[config.mk]
export PLATFORM = sky130hd
export DESIGN_NAME = load_store_unit
export DESIGN_NICKNAME = d
export VERILOG_FILES = /design/src/rtl/lsu_pkg.sv /design/src/rtl/lsu_byte_lane.sv /design/src/rtl/load_store_unit.sv
export SDC_FILE = /design/constraint.sdc
export NUM_CORES = 1
export LEC_CHECK = 0
export CAP_MARGIN = 20
export CORE_AREA = 3 3 100 102
export CTS_CLUSTER_SIZE = 16
export DETAILED_ROUTE_END_ITERATION = 7
export DIE_AREA = 0 0 103 105
export PLACE_DENSITY = 0.69
export SLEW_MARGIN = 0
export SYNTH_ARGS = -nofsm -noshare
export SYNTH_HDL_FRONTEND = slang
export SYNTH_HIERARCHICAL = 1
export SYNTH_SLANG_ARGS = --single-unit
[constraint.sdc]
create_clock -name clk -period 2.3 [get_ports clk]
set_input_delay 0.46 -clock clk [delete_from_list [all_inputs] [get_ports clk]]
set_output_delay 0.46 -clock clk [all_outputs]
set_load 0.02 [all_outputs]
[src/rtl/lsu_pkg.sv]
// lsu_pkg: shared FSM state, size encodings and byte-lane helpers for the load/store unit
package lsu_pkg;
    typedef enum logic [1:0] {IDLE, ACCESS, RMW, RESP} state_t;
    localparam logic SZ_BYTE = 1'b0;
    localparam logic SZ_WORD = 1'b1;
    function automatic logic [15:0] lane_extend(input logic [15:0] w, input logic hi, input logic sgn);
        logic [7:0] b;
        b = hi ? w[15:8] : w[7:0];
        return {{8{sgn & b[7]}}, b};
    endfunction
    function automatic logic [15:0] lane_merge(input logic [15:0] w, input logic [7:0] b, input logic hi);
        return hi ? {b, w[7:0]} : {w[15:8], b};
    endfunction
endpackage

[src/rtl/lsu_byte_lane.sv]
// lsu_byte_lane: selects and extends a load byte, merges a store byte into a read word
module lsu_byte_lane
    import lsu_pkg::*;
(
    input  logic [15:0] i_word,
    input  logic [7:0]  i_byte,
    input  logic        i_hi,
    input  logic        i_signed,
    output logic [15:0] o_load,
    output logic [15:0] o_merged
);
    // pure lane logic, no state
    always_comb begin
        o_load   = lane_extend(i_word, i_hi, i_signed);
        o_merged = lane_merge(i_word, i_byte, i_hi);
    end
endmodule

[src/rtl/load_store_unit.sv]
// load_store_unit: handshaked load/store initiator with byte RMW, extension and range checks
module load_store_unit
    import lsu_pkg::*;
#(
    parameter int ADDR_W = 16,
    parameter int DATA_W = 16,
    parameter int DEPTH  = 8
) (
    input  logic              clk,
    input  logic              reset,
    input  logic              req_valid,
    output logic              req_ready,
    input  logic              req_we,
    input  logic              req_size,
    input  logic              req_signed,
    input  logic [ADDR_W-1:0] req_addr,
    input  logic [DATA_W-1:0] req_wdata,
    output logic              resp_valid,
    input  logic              resp_ready,
    output logic [DATA_W-1:0] resp_rdata,
    output logic              resp_err,
    output logic              busy,
    output logic [ADDR_W-1:0] mem_access_addr,
    output logic [DATA_W-1:0] mem_write_data,
    output logic              mem_write_en,
    output logic              mem_read,
    input  logic [DATA_W-1:0] mem_read_data
);
    state_t            r_state, w_next;
    logic              r_we, r_size, r_signed, r_err;
    logic [ADDR_W-1:0] r_addr;
    logic [DATA_W-1:0] r_wdata, r_rdata, r_merged;
    logic              w_err;
    logic [DATA_W-1:0] w_load, w_merged;

    assign w_err = (req_size == SZ_WORD && req_addr[0]) || (req_addr[ADDR_W-1:1] >= (ADDR_W-1)'(DEPTH));

    lsu_byte_lane u_lane (
        .i_word   (mem_read_data),
        .i_byte   (r_wdata[7:0]),
        .i_hi     (r_addr[0]),
        .i_signed (r_signed),
        .o_load   (w_load),
        .o_merged (w_merged)
    );

    // state register
    always_ff @(posedge clk) begin
        r_state <= reset ? IDLE : w_next;
    end

    // next-state decode; errors skip the memory entirely
    always_comb begin
        w_next = r_state;
        case (r_state)
            IDLE:    w_next = req_valid ? (w_err ? RESP : ACCESS) : IDLE;
            ACCESS:  w_next = (r_we && r_size == SZ_BYTE) ? RMW : RESP;
            RMW:     w_next = RESP;
            default: w_next = resp_ready ? IDLE : RESP;
        endcase
    end

    // request capture and load/merge data capture
    always_ff @(posedge clk) begin
        if (reset) begin
            r_we     <= 1'b0;
            r_size   <= 1'b0;
            r_signed <= 1'b0;
            r_err    <= 1'b0;
            r_addr   <= '0;
            r_wdata  <= '0;
            r_rdata  <= '0;
            r_merged <= '0;
        end else if (r_state == IDLE && req_valid) begin
            r_we     <= req_we;
            r_size   <= req_size;
            r_signed <= req_signed;
            r_err    <= w_err;
            r_addr   <= req_addr;
            r_wdata  <= req_wdata;
            r_rdata  <= '0;
        end else if (r_state == ACCESS) begin
            if (!r_we) r_rdata <= (r_size == SZ_WORD) ? mem_read_data : w_load;
            r_merged <= w_merged;
        end
    end

    // outputs from state and registered fields; reset kills strobes in its own cycle
    always_comb begin
        req_ready       = r_state == IDLE;
        busy            = r_state != IDLE;
        resp_valid      = r_state == RESP;
        resp_rdata      = resp_valid ? r_rdata : '0;
        resp_err        = resp_valid && r_err;
        mem_access_addr = {1'b0, r_addr[ADDR_W-1:1]};
        mem_read        = !reset && r_state == ACCESS && (!r_we || r_size == SZ_BYTE);
        mem_write_en    = !reset && ((r_state == ACCESS && r_we && r_size == SZ_WORD) || r_state == RMW);
        mem_write_data  = (r_state == RMW) ? r_merged : (mem_write_en ? r_wdata : '0);
    end
endmodule

Yosys cells after proc, flatten, opt, wreduce, memory -nomap -nowiden
Cells that the tools add are included.
{"block": "classes", "addsub": 0, "mul": 0, "div_mod_pow": 0, "n_lt_le_gt_ge": 1, "n_eq_ne": 3, "n_shift": 0, "n_mux": 11, "bitwise_logic": 4, "n_reduce_logical": 19}
{"cell": "$mux 16", "n": 5}
{"cell": "$ge 15x4->1 const B", "n": 1}
{"cell": "$logic_and 1x1->1", "n": 9}
{"cell": "$mux 8", "n": 1}
{"cell": "$mux 2", "n": 3}
{"cell": "$pmux 2 s3", "n": 1}
{"cell": "$eq 2x2->1 const B", "n": 2}
{"cell": "$reduce_and 2->1", "n": 2}
{"cell": "$logic_or 1x1->1", "n": 3}
{"cell": "$not 1->1", "n": 3}
{"cell": "$eq 2x1->1 const B", "n": 1}
{"cell": "$logic_not 1->1", "n": 2}
{"cell": "$logic_not 2->1", "n": 1}
{"cell": "$reduce_bool 2->1", "n": 1}
{"cell": "$reduce_or 2->1", "n": 1}
{"cell": "$and 1x1->1", "n": 1}
{"cell": "$mux 1", "n": 1}
{"block": "totals", "reg_bits": 70, "latch_bits": 0, "mem_bits_rw": 0, "mem_bits_ro": 0, "elab_cells": 47, "memories": 0}

Logic depth before layout (Yosys ltp)
{"block": "logic_depth", "word_depth": 7, "ltp_mapped": 7, "depth_no_buf": 5}

Cells and area by module
Netlist, hierarchy kept.
{"module": "load_store_unit", "instances": 1, "cells_each": 383, "area_each_um2": 3243.1}
{"module": "lsu_byte_lane", "instances": 1, "cells_each": 35, "area_each_um2": 372.9}

Worst setup path before layout
No wires, ideal clock.
{"block": "synth_path", "path_type": "register -> output", "start": "register r_state[0]", "end": "output port mem_write_data[10]", "t_arrival_ps": 1418, "required_time_ps": 1840, "setup_slack_ps": 422, "stages_incl_launch_ff": 7, "path_buffers": 2, "cell_sequence": "dfxtp_1 -> inv_1 -> ha_1 -> buf_2 -> nor3_4 -> buf_6 -> a22o_1"}
{"block": "synth_between", "elab_chain_len": 7}
{"element": "start, declared", "line_no": "load_store_unit.sv:29", "rtl": "state_t r_state, w_next;"}
{"element": "start signal, assigned", "line_no": "load_store_unit.sv:49", "rtl": "r_state <= reset ? IDLE : w_next;"}
{"element": "$eq 2x1->1", "line_no": "load_store_unit.sv:97", "rtl": "mem_write_en = !reset && ((r_state == ACCESS && r_we && r_size == SZ_WORD) || r_state == RMW);"}
{"element": "$logic_and 1x1->1 (2 in a row)", "line_no": "load_store_unit.sv:97"}
{"element": "$logic_or 1x1->1", "line_no": "load_store_unit.sv:97"}
{"element": "$logic_and 1x1->1", "line_no": "load_store_unit.sv:97"}
{"element": "$mux 16", "line_no": "load_store_unit.sv:98", "rtl": "mem_write_data = (r_state == RMW) ? r_merged : (mem_write_en ? r_wdata : '0);"}
{"element": "$mux 16 (*)", "line_no": "load_store_unit.sv:98"}
{"element": "end, declared", "line_no": "load_store_unit.sv:24", "rtl": "output logic [DATA_W-1:0] mem_write_data,"}
Mark *: on every way between the ends. The rest lies on a longest branch, timed or not.

Worst setup path in the final report
{"block": "layout_path", "start": "register r_state[1]", "end": "output port mem_write_data[3]"}
The elaborated chain is that of the path after synthesis.

==> metrics.yaml <==
timing:
  setup_viol: 0
  grt_setup_unrepaired: "true"
  maxSlewViolCount: 0
  slew_headroom: 0.6262
  period_needed_ns: 2.229
  finalCritPeriodShare: 0.9690
  hold_viol_final: 0
  worst_pin_slew_ns: 0.5607
  fmax_ghz: 0.4487
  tns_ns: 0
  layout_setup_ws_ns: 0.07120
  fin_skew_ns: 0.008895
  holdWs_ns: 0.4566
critical_path:
  r2r_cells: 4
  crit_fanout: 8
  path_delay_family: "buffers and inverters"
  crit_arrival_ns: 1.77
  critPathLaunchType: "flip-flop"
  r2r_start: "r_addr[0]$_SDFFE_PP0P_"
  cp-end-kind: "output pin"
  reg2reg_to: "r_rdata[1]$_SDFFE_PP0P_"
  path_cells: "inv_2 > ha_4 > nand2b_4 > nor3_4 > buf_6 > clkbuf_16 > a22o_1 > buf_4"
  crit_type: "flip-flop to output pin"
  cp.required_ns: 1.84
  crit_buf_inv: 4
  slowest_delay_ns: 0.35
  cp_slowest_cell: "dfxtp_2"
  reg2reg_slack_ns: 0.70
clock_network:
  htree_levels: 3
  cts_made_buffers: 9
  cts_sinks: 70
  clk_pin_slew_worst_paths_ns: 0.08
  cts_buffer_depth: 2
  root_buffer: "clkbuf_8"
  cts_hold_buf: 0
  cts_tree: "done"
  insertion_delay_ns: 0.34
floorplanning:
  dieArea_sq_um: 10820
  die_y_um: 105
  initial_core_util: 0.3932
  placementRows: 35
  core-area_sq_um: 9196
  ioPinCount: 109
  die_w_um: 103
yosys:
  synth_fp_nets: 477
  yosysTopAreaCell: "dfxtp_1"
  avgSynthCellArea_sq_um: 8.651
  netlist.area_leader.share: 0.3875
  syn_inst: 418
  ys_async_sr_fraction: 0
  ys_top_cells_by_area: "dfxtp_1 (39%), nand2_1 (11%), a21oi_1 (7.3%)"
  seq_area_frac_synth: 0.3875
  synth_edf_count: 0
  synth_ff_type: "dfxtp_1"
  yosys.cell_types.count: 34
  ys_warn_count: 6
  synth-seq-cells: 70
  syn_area_sq_um: 3616
global_route:
  antenna_found_initial: 0
  gr-total-overflow: 0
  grt_max_degree: 55
  grt_pass1_vias: 3073
  grt_pass1_wl_mm: 15.52
  grtUsageTotal: 0.1810
final_layout:
  nNetsFinal: 556
  layout-drive-gt1-share: 0.2052
  diodes: 0
  multi_input_area_sq_um: 1849
  layout_common_cells: "nand2_1 (104), clkdlybuf4s50_1 (70), dfxtp_1 (68), a21oi_1 (53), mux2_2 (22)"
  mostFrequentLayoutCell: "nand2_1"
  regArea_sq_um: 1406
  fillCellCount: 889
  area_growth_syn_to_layout_pct: 32.63
route:
  wl_mm: 9.598
  routedWlPerCell_um: 15.66
  drc: 0
  drtIter0Drc: 124
  via_per_inst: 4.977
  vias: 3051
  dr.pass1.iters: 4
  antenna_left: 0
pwr:
  power_leakage_nw: 1.858
  p_int_mw: 2.886
  p_clk_frac: 0.237
  power_frac_comb: 0.406
  max-vdd-ir-drop_uv: 411.6
  pwr-share-seq: 0.357
  netSwitchingFraction: 0.3755
  p_per_area_nw_per_um2: 963.5
  p_sw_mw: 1.735
hold_path:
  hold_class: "flip-flop to flip-flop"
  whs_endpoint: "r_wdata[12]$_SDFFE_PP0P_"
  hold_depth: 2
  hold_start: "r_wdata[12]$_SDFFE_PP0P_"
placement:
  post-place-ws_ns: 0.006163
  hpwl_mm: 6.792
  gp_congestion: 0.8003
  port_buffers: 107
status:
  status: "completed"
job:
  maxCapViolations: 0
-- worst register-to-register path: stages (launching register included) --
cell,delay [ns]
dfxtp_1,0.58
buf_12,0.22
mux2_2,0.34
mux2i_1,0.22
a211oi_2,0.10
-- power by group through the flow --
stage	Sequential (mW)	Combinational (mW)	Clock, mW
after floorplan	1.60	1.43	0
after global placement	1.66	1.83	0
after detailed placement	1.67	1.87	0
after CTS	1.64	1.87	1.13
after global routing	1.69	2.07	1.20
final	1.65	1.88	1.09
-- through the flow --
stage               cells    util  power [mW]  area [sq um]
floorplan             418       -       3.023          3616
global placement      595  0.4989       3.488          4588
detailed placement    595  0.4989       3.537          4588
CTS                   611  0.5235       4.644          4815
global route          613  0.5215       4.952          4796
finish                613  0.5215       4.621          4796
-- worst max path at each step --
stage,start,endpoint,depth (start not counted)
floorplan,r_state[0]$_SDFF_PP0_,mem_write_data[10],6
global placement,reset,mem_write_data[15],6
detailed placement,r_state[0]$_SDFF_PP0_,mem_write_data[0],6
CTS,r_state[1]$_SDFF_PP0_,mem_write_data[11],7
global route,r_state[0]$_SDFF_PP0_,mem_write_en,6
finish,r_state[1]$_SDFF_PP0_,mem_write_data[3],8
-- layout make-up --
cell class / instances / area share
timing repair buffer: 122 / 0.2432
tap: 111 / 0.02896
clock inverter: 7 / 0.02009
clock buffer: 9 / 0.02583
inverter: 4 / 0.003131
sequential: 70 / 0.2932
multi-input combinational: 290 / 0.3856
-- synthesized netlist by cell type, types with 7 or more instances --
cell	n
nand2_1	104
dfxtp_1	70
a21oi_1	53
buf_4	28
mux2_2	22
and2_1	18
a22o_1	16
mux2i_1	16
nor2_1	15
a211oi_2	14
buf_2	8
clkbuf_1	8
buf_6	7
-- sequential cells by signal (all words and copies together), names as in the netlist --
| register | cells |
|---|---|
| r_addr | 16 |
| r_err | 1 |
| r_merged | 16 |
| r_rdata | 16 |
| r_signed | 1 |
| r_size | 1 |
| r_state | 2 |
| r_wdata | 16 |
| r_we | 1 |
-- routing by layer --
metal	vias to the layer above	track usage	share of wire
li1	1543	-	-
met1	1405	0.2474	0.46
met2	99	0.2805	0.46
met3	4	0.05541	0.079
met4	0	0.03793	0.0045
met5	-	0	0
-- cell families (layout without fill, tap and decap cells) --
family | count (synthesis) | count (layout) | synth area share
and+or+nand+nor | 153 | 153 | 0.1879
AOI/OAI and AO/OA | 92 | 92 | 0.1820
DFF | 70 | 70 | 0.3875
buffers and inverters | 58 | 142 | 0.1066
muxes | 40 | 40 | 0.1211
adders and majority gates | 4 | 4 | 0.01384
other | 1 | 1 | 0.001037
-- timing repair --
item | in CTS | in global routing
endpoints found under the setup margin | 35 | 18
pin swaps | 0 | 1
cloned | 0 | 1
gates resized for setup | 72 | 33
setup buffers | 0 | 1
Note: power is estimated with default switching activity, not from simulation.
